$ cat src/rtl/hicore_pkg.sv
// Shared HiCore definitions: branch funct3 codes and the 2-bit BHT counter type.
package hicore_pkg;

  localparam logic [2:0] F3_BEQ  = 3'b000;
  localparam logic [2:0] F3_BNE  = 3'b001;
  localparam logic [2:0] F3_BLT  = 3'b100;
  localparam logic [2:0] F3_BGE  = 3'b101;
  localparam logic [2:0] F3_BLTU = 3'b110;
  localparam logic [2:0] F3_BGEU = 3'b111;

  typedef logic [1:0] bht_cnt_t;

  // Weakly not-taken.
  localparam bht_cnt_t BHT_CNT_RST = 2'b01;

  // Saturating 2-bit counter step: limits 00 and 11.
  function automatic bht_cnt_t bht_cnt_next(input bht_cnt_t cnt, input logic taken);
    bht_cnt_t nxt;
    nxt = cnt;
    if (taken && cnt != 2'b11) nxt = cnt + 2'b01;
    else if (!taken && cnt != 2'b00) nxt = cnt - 2'b01;
    return nxt;
  endfunction

endpackage

$ cat src/rtl/hicore_bht.sv
// Branch history table: array of saturating 2-bit counters with one
// combinational read port and one write (training) port.
module hicore_bht
  import hicore_pkg::*;
#(
  parameter int DEPTH = 64,
  localparam int IDX  = $clog2(DEPTH)
) (
  input  logic           clk,
  input  logic           rst_n,
  input  logic [IDX-1:0] rd_idx_i,
  output logic           rd_taken_o,
  input  logic           wr_en_i,
  input  logic [IDX-1:0] wr_idx_i,
  input  logic           wr_taken_i
);

  bht_cnt_t cnt_q [DEPTH];

  // NOTE: every entry must read weakly not-taken right after reset, so the
  // table is a resettable flop array rather than an unreset RAM.
  always_ff @(posedge clk or negedge rst_n) begin
    if (!rst_n) begin
      for (int i = 0; i < DEPTH; i++) cnt_q[i] <= BHT_CNT_RST;
    end else if (wr_en_i) begin
      cnt_q[wr_idx_i] <= bht_cnt_next(cnt_q[wr_idx_i], wr_taken_i);
    end
  end

  // No bypass: a write this cycle is visible to lookups from the next cycle.
  assign rd_taken_o = cnt_q[rd_idx_i][1];

endmodule

$ cat src/rtl/hicore_bru_pred.sv
// HiCore execute-stage branch resolution unit with BHT prediction.
// Build option: define HICORE_BHT_EN for the dynamic BHT; otherwise static not-taken.
module hicore_bru_pred
  import hicore_pkg::*;
#(
  parameter int XLEN      = 32,
  parameter int BHT_DEPTH = 64,
  parameter int CNT_W     = 32
) (
  input  logic            clk,
  input  logic            rst_n,
  input  logic [XLEN-1:0] fe_pc,
  output logic            fe_pred_taken,
  input  logic            ex_valid,
  input  logic [XLEN-1:0] ex_pc,
  input  logic [XLEN-1:0] ex_imm,
  input  logic [XLEN-1:0] ex_src1,
  input  logic [XLEN-1:0] ex_src2,
  input  logic [2:0]      ex_branch_msg,
  input  logic            ex_branch_op,
  input  logic            ex_jal_op,
  input  logic            ex_jalr_op,
  input  logic            ex_pred_taken,
  input  logic [XLEN-1:0] ex_pred_pc,
  output logic [XLEN-1:0] rd_result,
  output logic            redirect,
  output logic [XLEN-1:0] redirect_pc,
  output logic            misalign,
  output logic [CNT_W-1:0] branch_cnt,
  output logic [CNT_W-1:0] mispred_cnt
);

  logic            redirect_q, redirect_d;
  logic [XLEN-1:0] redirect_pc_q, redirect_pc_d;
  logic            misalign_q, misalign_d;
  logic [CNT_W-1:0] branch_cnt_q, branch_cnt_d;
  logic [CNT_W-1:0] mispred_cnt_q, mispred_cnt_d;

  logic            accept;
  logic            is_cf;
  logic [XLEN-1:0] tgt_sum, target, pc_plus4, act_pc;
  logic [XLEN:0]   diff;
  logic            cmp_eq, cmp_lt, cond, taken, mispredict;
  logic            sign1, sign2;

  // The instruction right behind a redirect is on the wrong path.
  assign accept = ex_valid & ~redirect_q;
  assign is_cf  = ex_branch_op | ex_jal_op | ex_jalr_op;

  assign tgt_sum  = ex_imm + (ex_jalr_op ? ex_src1 : ex_pc);
  assign target   = {tgt_sum[XLEN-1:1], tgt_sum[0] & ~ex_jalr_op};
  assign pc_plus4 = ex_pc + XLEN'(4);

  // One shared subtractor; funct3[1] selects unsigned by zeroing the extension bit.
  assign sign1  = ~ex_branch_msg[1] & ex_src1[XLEN-1];
  assign sign2  = ~ex_branch_msg[1] & ex_src2[XLEN-1];
  assign diff   = {sign1, ex_src1} - {sign2, ex_src2};
  assign cmp_eq = (diff[XLEN-1:0] == '0);
  assign cmp_lt = diff[XLEN];

  // NOTE: cond gets a default before the case so no latch is inferred.
  always_comb begin
    cond = 1'b0;
    case (ex_branch_msg)
      F3_BEQ:          cond = cmp_eq;
      F3_BNE:          cond = ~cmp_eq;
      F3_BLT, F3_BLTU: cond = cmp_lt;
      F3_BGE, F3_BGEU: cond = ~cmp_lt;
      default:         cond = 1'b0;
    endcase
  end

  assign taken      = ex_jal_op | ex_jalr_op | (ex_branch_op & cond);
  assign act_pc     = taken ? target : pc_plus4;
  assign mispredict = (taken != ex_pred_taken) | (taken & (ex_pred_pc != target));
  assign rd_result  = (ex_jal_op | ex_jalr_op) ? pc_plus4 : '0;

  assign redirect_d    = accept & mispredict;
  assign redirect_pc_d = redirect_d ? act_pc : '0;
  assign misalign_d    = redirect_d & taken & (target[1:0] != 2'b00);
  assign branch_cnt_d  = (accept & is_cf) ? branch_cnt_q + CNT_W'(1) : branch_cnt_q;
  assign mispred_cnt_d = redirect_d ? mispred_cnt_q + CNT_W'(1) : mispred_cnt_q;

  // NOTE: sequential state uses non-blocking assignments only.
  always_ff @(posedge clk or negedge rst_n) begin
    if (!rst_n) begin
      redirect_q    <= 1'b0;
      redirect_pc_q <= '0;
      misalign_q    <= 1'b0;
      branch_cnt_q  <= '0;
      mispred_cnt_q <= '0;
    end else begin
      redirect_q    <= redirect_d;
      redirect_pc_q <= redirect_pc_d;
      misalign_q    <= misalign_d;
      branch_cnt_q  <= branch_cnt_d;
      mispred_cnt_q <= mispred_cnt_d;
    end
  end

  assign redirect    = redirect_q;
  assign redirect_pc = redirect_pc_q;
  assign misalign    = misalign_q;
  assign branch_cnt  = branch_cnt_q;
  assign mispred_cnt = mispred_cnt_q;

`ifdef HICORE_BHT_EN
  localparam int IDX = $clog2(BHT_DEPTH);

  hicore_bht #(.DEPTH(BHT_DEPTH)) u_bht (
    .clk        (clk),
    .rst_n      (rst_n),
    .rd_idx_i   (fe_pc[IDX+1:2]),
    .rd_taken_o (fe_pred_taken),
    .wr_en_i    (accept & ex_branch_op),
    .wr_idx_i   (ex_pc[IDX+1:2]),
    .wr_taken_i (taken)
  );
`else
  assign fe_pred_taken = 1'b0;
`endif

  // Only the index bits of fe_pc matter (none without the BHT).
  logic unused_fe_pc;
  assign unused_fe_pc = ^fe_pc;

endmodule

$ cat config.mk
export PLATFORM = sky130hd
export DESIGN_NAME = hicore_bru_pred
export DESIGN_NICKNAME = d
export VERILOG_FILES = /design/src/rtl/hicore_pkg.sv /design/src/rtl/hicore_bht.sv /design/src/rtl/hicore_bru_pred.sv
export SDC_FILE = /design/constraint.sdc
export NUM_CORES = 1
export LEC_CHECK = 0
export CAP_MARGIN = 20
export CORE_ASPECT_RATIO = 1.1
export CORE_MARGIN = 4
export CORE_UTILIZATION = 53
export CTS_BUF_LIST = sky130_fd_sc_hd__clkbuf_8
export DETAILED_ROUTE_END_ITERATION = 7
export DONT_BUFFER_PORTS = 1
export GPL_TIMING_DRIVEN = 1
export PLACE_DENSITY = 0.68
export SLEW_MARGIN = 10
export SYNTH_ARGS = -nofsm -noshare
export SYNTH_HDL_FRONTEND = slang
export SYNTH_SLANG_ARGS = --single-unit
export TNS_END_PERCENT = 50
$ cat constraint.sdc
create_clock -name clk -period 4.4 [get_ports clk]
set_input_delay 0.88 -clock clk [delete_from_list [all_inputs] [get_ports clk]]
set_output_delay 0.88 -clock clk [all_outputs]
set_load 0.1 [all_outputs]
After elaboration in Yosys (flattened, before gate mapping). Index checks and enable logic that the tools add are counted.

Bits in registers: 98. Input bits: 202. Logic and storage cells: 47. Output and inout port bits: 131.

Eq/ne operators: 7. $add $sub $neg: 5. Mux-type cells: 5. Reductions and logical operators: 5. Bitwise logic cells: 20.

Operator list (count): 2-to-1 mux 32 bit (4); adder 32 x 1 -> 32 bit, second input constant (2); subtractor 33 bit (1); adder 32 x 3 -> 32 bit, second input constant (1); adder 32 bit (1); logical NOT 32 bit (1); inequality test 32 bit (1); == test 3 bit, second input constant (4); AND 1 bit (10); inverter 1 bit (5); OR 1 bit (5); one-hot mux 1 bit (4 select lines) (1); OR reduction 2 bit (2); == test 3 x 1 -> 1 bit, second input constant (1); logical NOT 3 bit (1); nonzero test 2 bit (1); inequality test 1 bit (1).

Depth between registers and ports, before layout.
Depth in word-level cells: 13. Depth in mapped cells: 20. Mapped depth without buffers: 16.

Least setup slack after synthesis. OpenSTA, ideal clock, no wires.

Path type: input port to flip-flop. Start: input port ex_jalr_op. End: register mispred_cnt_q[17] (netlist: mispred_cnt[17]). Cell stages on the path: 18. Path buffers: 4. Setup time: 0.163 ns. Data required time: 4.237 ns. Arrival: 5.142 ns. Setup slack: -0.906 ns. Path through: clkbuf_1 clkbuf_1 mux2_2 ha_1 clkbuf_1 a21oi_1 o21ai_1 nor2_1 a211o_1 a2111o_1 a2111oi_0 o2111ai_1 nor4_1 nand4_1 o31ai_1 buf_2 a2111oi_2 xor2_1.

Cells in the longest elaborated chain, start to end: 7. Elaborated cells on any way between the ends: 11. Those cells by class: 1 x add/sub; 2 x eq/ne; 1 x mux; 7 x bitwise.

Ends and longest elaborated chain: start: declaration (RTL line hicore_bru_pred.sv:22) `input logic ex_jalr_op,`; 2-to-1 mux 32 bit (RTL line hicore_bru_pred.sv:50) `assign tgt_sum = ex_imm + (ex_jalr_op ? ex_src1 : ex_pc);`; adder 32 bit (RTL line hicore_bru_pred.sv:50); AND 1 bit (RTL line hicore_bru_pred.sv:51) `assign target = {tgt_sum[XLEN-1:1], tgt_sum[0] & ~ex_jalr_op};`; inequality test 32 bit (RTL line hicore_bru_pred.sv:75) `assign mispredict = (taken != ex_pred_taken) | (taken & (ex_pred_pc != target));`; AND 1 bit (RTL line hicore_bru_pred.sv:75); OR 1 bit (*) (RTL line hicore_bru_pred.sv:75); AND 1 bit (*) (RTL line hicore_bru_pred.sv:78) `assign redirect_d = accept & mispredict;`; end signal: assignment (RTL line hicore_bru_pred.sv:97) `mispred_cnt_q <= mispred_cnt_d;`; end: declaration (RTL line hicore_bru_pred.sv:37) `logic [CNT_W-1:0] mispred_cnt_q, mispred_cnt_d;`.

Mark *: on every way between the ends. The rest lies on a longest branch, timed or not. A chain may end at the register's enable or synchronous reset.

Final worst setup path.
Start: input port ex_jalr_op. End: register mispred_cnt_q[1] (netlist: mispred_cnt[1]).

The elaborated chain is that of the path after synthesis.

==> impl_results.md <==
* Root Buffer: clkbuf_8
* Count leader, synth: nand2_1
* Max-cap viol count at 0
* Clock skew after layout at 0.0329 ns
* I/O pin count at 333
* Area delta synth->final at 37.6%
* Detail Route Antenna Nets at 0
* # DRC at 0
* Fillers at 1423
* Max incr delay on CP at 0.42 ns
* Net Sw Frac at 53.3%
* Vias/cell at 6.22
* Die Y at 156 microns
* Die area at 22100 sq um
* Die width at 142 microns
* Final #Nets at 1855
* Fin. Hold Viols at 0
* # port buffers at 0
* Setup TNS at -4.62 ns
* Sinks on Clock Net at 98
* Worst-path clk slew at 0.13 ns
* Global-route wire length before repair at 61.4 mm
* RSZ-0062 raised after global routing: true
* CTS Buf Count at 9
* Reg power frac at 31.7%
* Synth warnings at 0
* Post-synth EDFFs at 0
* Inst Count DP at 1807
* Non-filler cells, final at 1843
* Pin count of the biggest net entering global routing at 99
* Mux share of post-synthesis cell area at 4.02%
* Outcome: finished with violations
* Internal at 2.51 mW
* Clock power frac at 14.1%
* Synth Area in Adders at 8.25%
* Hpwl dp at 32.9 mm
* Synth async-reset ratio at 100%
* FF/Latch Area at 2450 sq um
* Vias in the first global route at 11100
* IR drop worst, VDD at 0.598 mV
* Sequential share of the synthesized area at 23.4%
* Worst Setup Path Type: input port to flop
* Setup crit start kind: input port
* Synthesized instance count at 1305
* Failing checks: negative setup slack
* Max Clk Rate at 220 MHz
* Total Wirelength at 42.8 mm
* Slew margin rel. at 24.8%
* Xor and xnor area share after synthesis at 14.4%
* Synth unique cells at 80
* Worst Path Required at 4.67 ns
* Initial Util at 54.4%
* Global route overflow at 0
* Combinational Power Share at 54.2%
* Cell Chain, Critical Path: mux2_4 > ha_4 > inv_2 > fa_2 > nand2b_4 > a21oi_4 > o32a_4 > a221oi_4 > xor2_1 > a21oi_2 > nand3b_1 > nor4_4 > nand4_1 > o31ai_4 > a21o_1 > buf_6 > mux2_4
* Most area-consuming cells after synthesis: dfrtp_1, ha_1, xor2_1, xnor2_1, a21oi_1
* Critical Path Slowest Stage Cell: o32a_4
* DR iter-0 viols at 820
* DR WL/cell at 23.2 microns
* Mapped Avg Cell Area at 8.04 sq um
* Max-slew violations at 0
* Crit path time final at 4.55 ns
* Area of the multi-input gates at 8380 sq um
* Largest family of logic cells by synthesized area: simple AND/OR/NAND/NOR gates
* Final setup fails at 62
* Fin crit share at 103%
* Setup WS post-layout at -0.154 ns
* Switch Pwr at 2.87 mW
* Most used flip-flop cell after synthesis: dfrtp_1
* Pre-CTS setup slack at -0.590 ns
* CP dominant cell by count: mux2_4
* Via count at 11500
* Critical path fanouts, max at 39
* Max Root-Sink Buffers at 2
* Commonest cells in the netlist: nand2_1, dfrtp_1, a21oi_1
* Cell Area, Synth at 10500 sq um
* CP endpoint kind: flop
* Routability cong. at 1.01
* Initial antenna violation count at 4
* Compound-Gate Fraction of Synth Area at 21.4%
* # rows at 53
* TritonCTS clock tree: built
* Leakage power at 6.31 nW
* Worst Tran Pin Value at 1.13 ns
* Yosys top cell area share at 23.4%
* Hold_ws at 0.154 ns
* Worst min-delay path class: input port to async pin
* Syn nets at 1575
* Simple-Gate Fraction of Synth Area at 23.5%
* GRT Total Usage at 35.3%
* Yosys reg bits at 98
* PwrDens at 372 nW/um^2
* Share of layout cells above drive strength 1 at 32.2%
* H-tree depth at 3
* Core area at 19300 sq um
* DRT Pass-1 Iters at 5
* Worst skew pair latency at 0.41 ns
* Arr. time, crit path at 4.83 ns
* Cell taking the most area after synthesis: dfrtp_1
-- area by class of cell --
| class | count | area share [%] |
|---|---|---|
| tap | 247 | 2.14 |
| inverter | 61 | 1.66 |
| multi-input combinational | 1077 | 58.0 |
| clock inverter | 5 | 0.745 |
| antenna | 7 | 0.121 |
| clock buffer | 10 | 0.953 |
| timing repair buffer | 338 | 19.4 |
| sequential | 98 | 17.0 |
-- flip-flops by register name, summed over array words and instances (netlist names) --
| signal | flops |
|---|---|
| branch_cnt | 32 |
| mispred_cnt | 32 |
| redirect_pc | 32 |
| misalign | 1 |
| redirect | 1 |
-- cells by family after synthesis --
kind of cell	after synthesis
AO/OA/AOI/OAI	318
other	1
adder cells (fa/ha/maj)	68
flip-flops	98
XOR/XNOR	168
multiplexers	38
AND/OR/NAND/NOR	484
buffers and inverters	130
-- per-stage QoR --
stage	power (mW)	area [sq um]	util [%]
CTS	5.19	13700	71.0
floorplan	3.51	10700	-
detailed placement	4.39	13200	68.5
global placement	4.35	13200	68.5
finish	5.38	14400	74.8
global route	5.59	14400	74.8
-- worst max-delay path: cells and delay by family --
| family | cells | cell delay, ns |
|---|---|---|
| compound gates | 6 | 1.66 |
| xor+xnor | 1 | 0.13 |
| fa+ha+maj | 2 | 0.40 |
| buf+inv | 2 | 0.22 |
| mux | 2 | 0.63 |
| simple gates | 4 | 0.88 |
-- layout by cell type, fill, tap and decap left out, drive strengths merged, types with 18 or more instances in the layout --
cell type and count:
buf 333, nand2 104, dfrtp 98, nor2 94
a21oi 94, xor2 89, xnor2 76, nand3 70
ha 66, inv 62, nor3 58, o21ai 54
and2 38, nand4 31, mux2 30, a211oi 26
and3 22, a2111oi 22, a21o 18
-- per-layer routing --
metal	routed length, microns	vias to the layer above	GRT usage, %
met5	0	-	0
met4	2680	0	20.2
met3	4310	125	9.84
met2	20200	624	58.1
met1	15600	5392	41.3
li1	-	5324	-
-- power groups by stage --
stage                     sequential, mW  clock, mW  combinational [mW]
after detailed placement            1.71          0                2.68
after CTS                           1.70      0.763                2.73
after global placement              1.71          0                2.64
after floorplan                     2.26          0                1.24
final                               1.70      0.759                2.92
after global routing                1.71      0.794                3.08
-- repair_timing --
action	CTS	global route
buffers inserted	0	8
gates cloned	1	6
gates resized for setup	38	89
hold buffers	0	0
pin swaps	11	47
endpoints found under the setup margin	62	65
-- worst paths after layout --
check	depth (start not counted)	end	start	slack, ns
max	17	mispred_cnt[1]	ex_jalr_op	-0.15
max reg2reg	10	mispred_cnt[26]	mispred_cnt[7]	0.95
min	0	redirect_pc[8]	rst_n	0.15
min reg2reg	1	mispred_cnt[1]	mispred_cnt[1]	0.58
max in group asynchronous	0	mispred_cnt[10]	rst_n	4.09
min in group clk	1	mispred_cnt[1]	mispred_cnt[1]	0.58
Note: power is estimated with default switching activity, not from simulation.
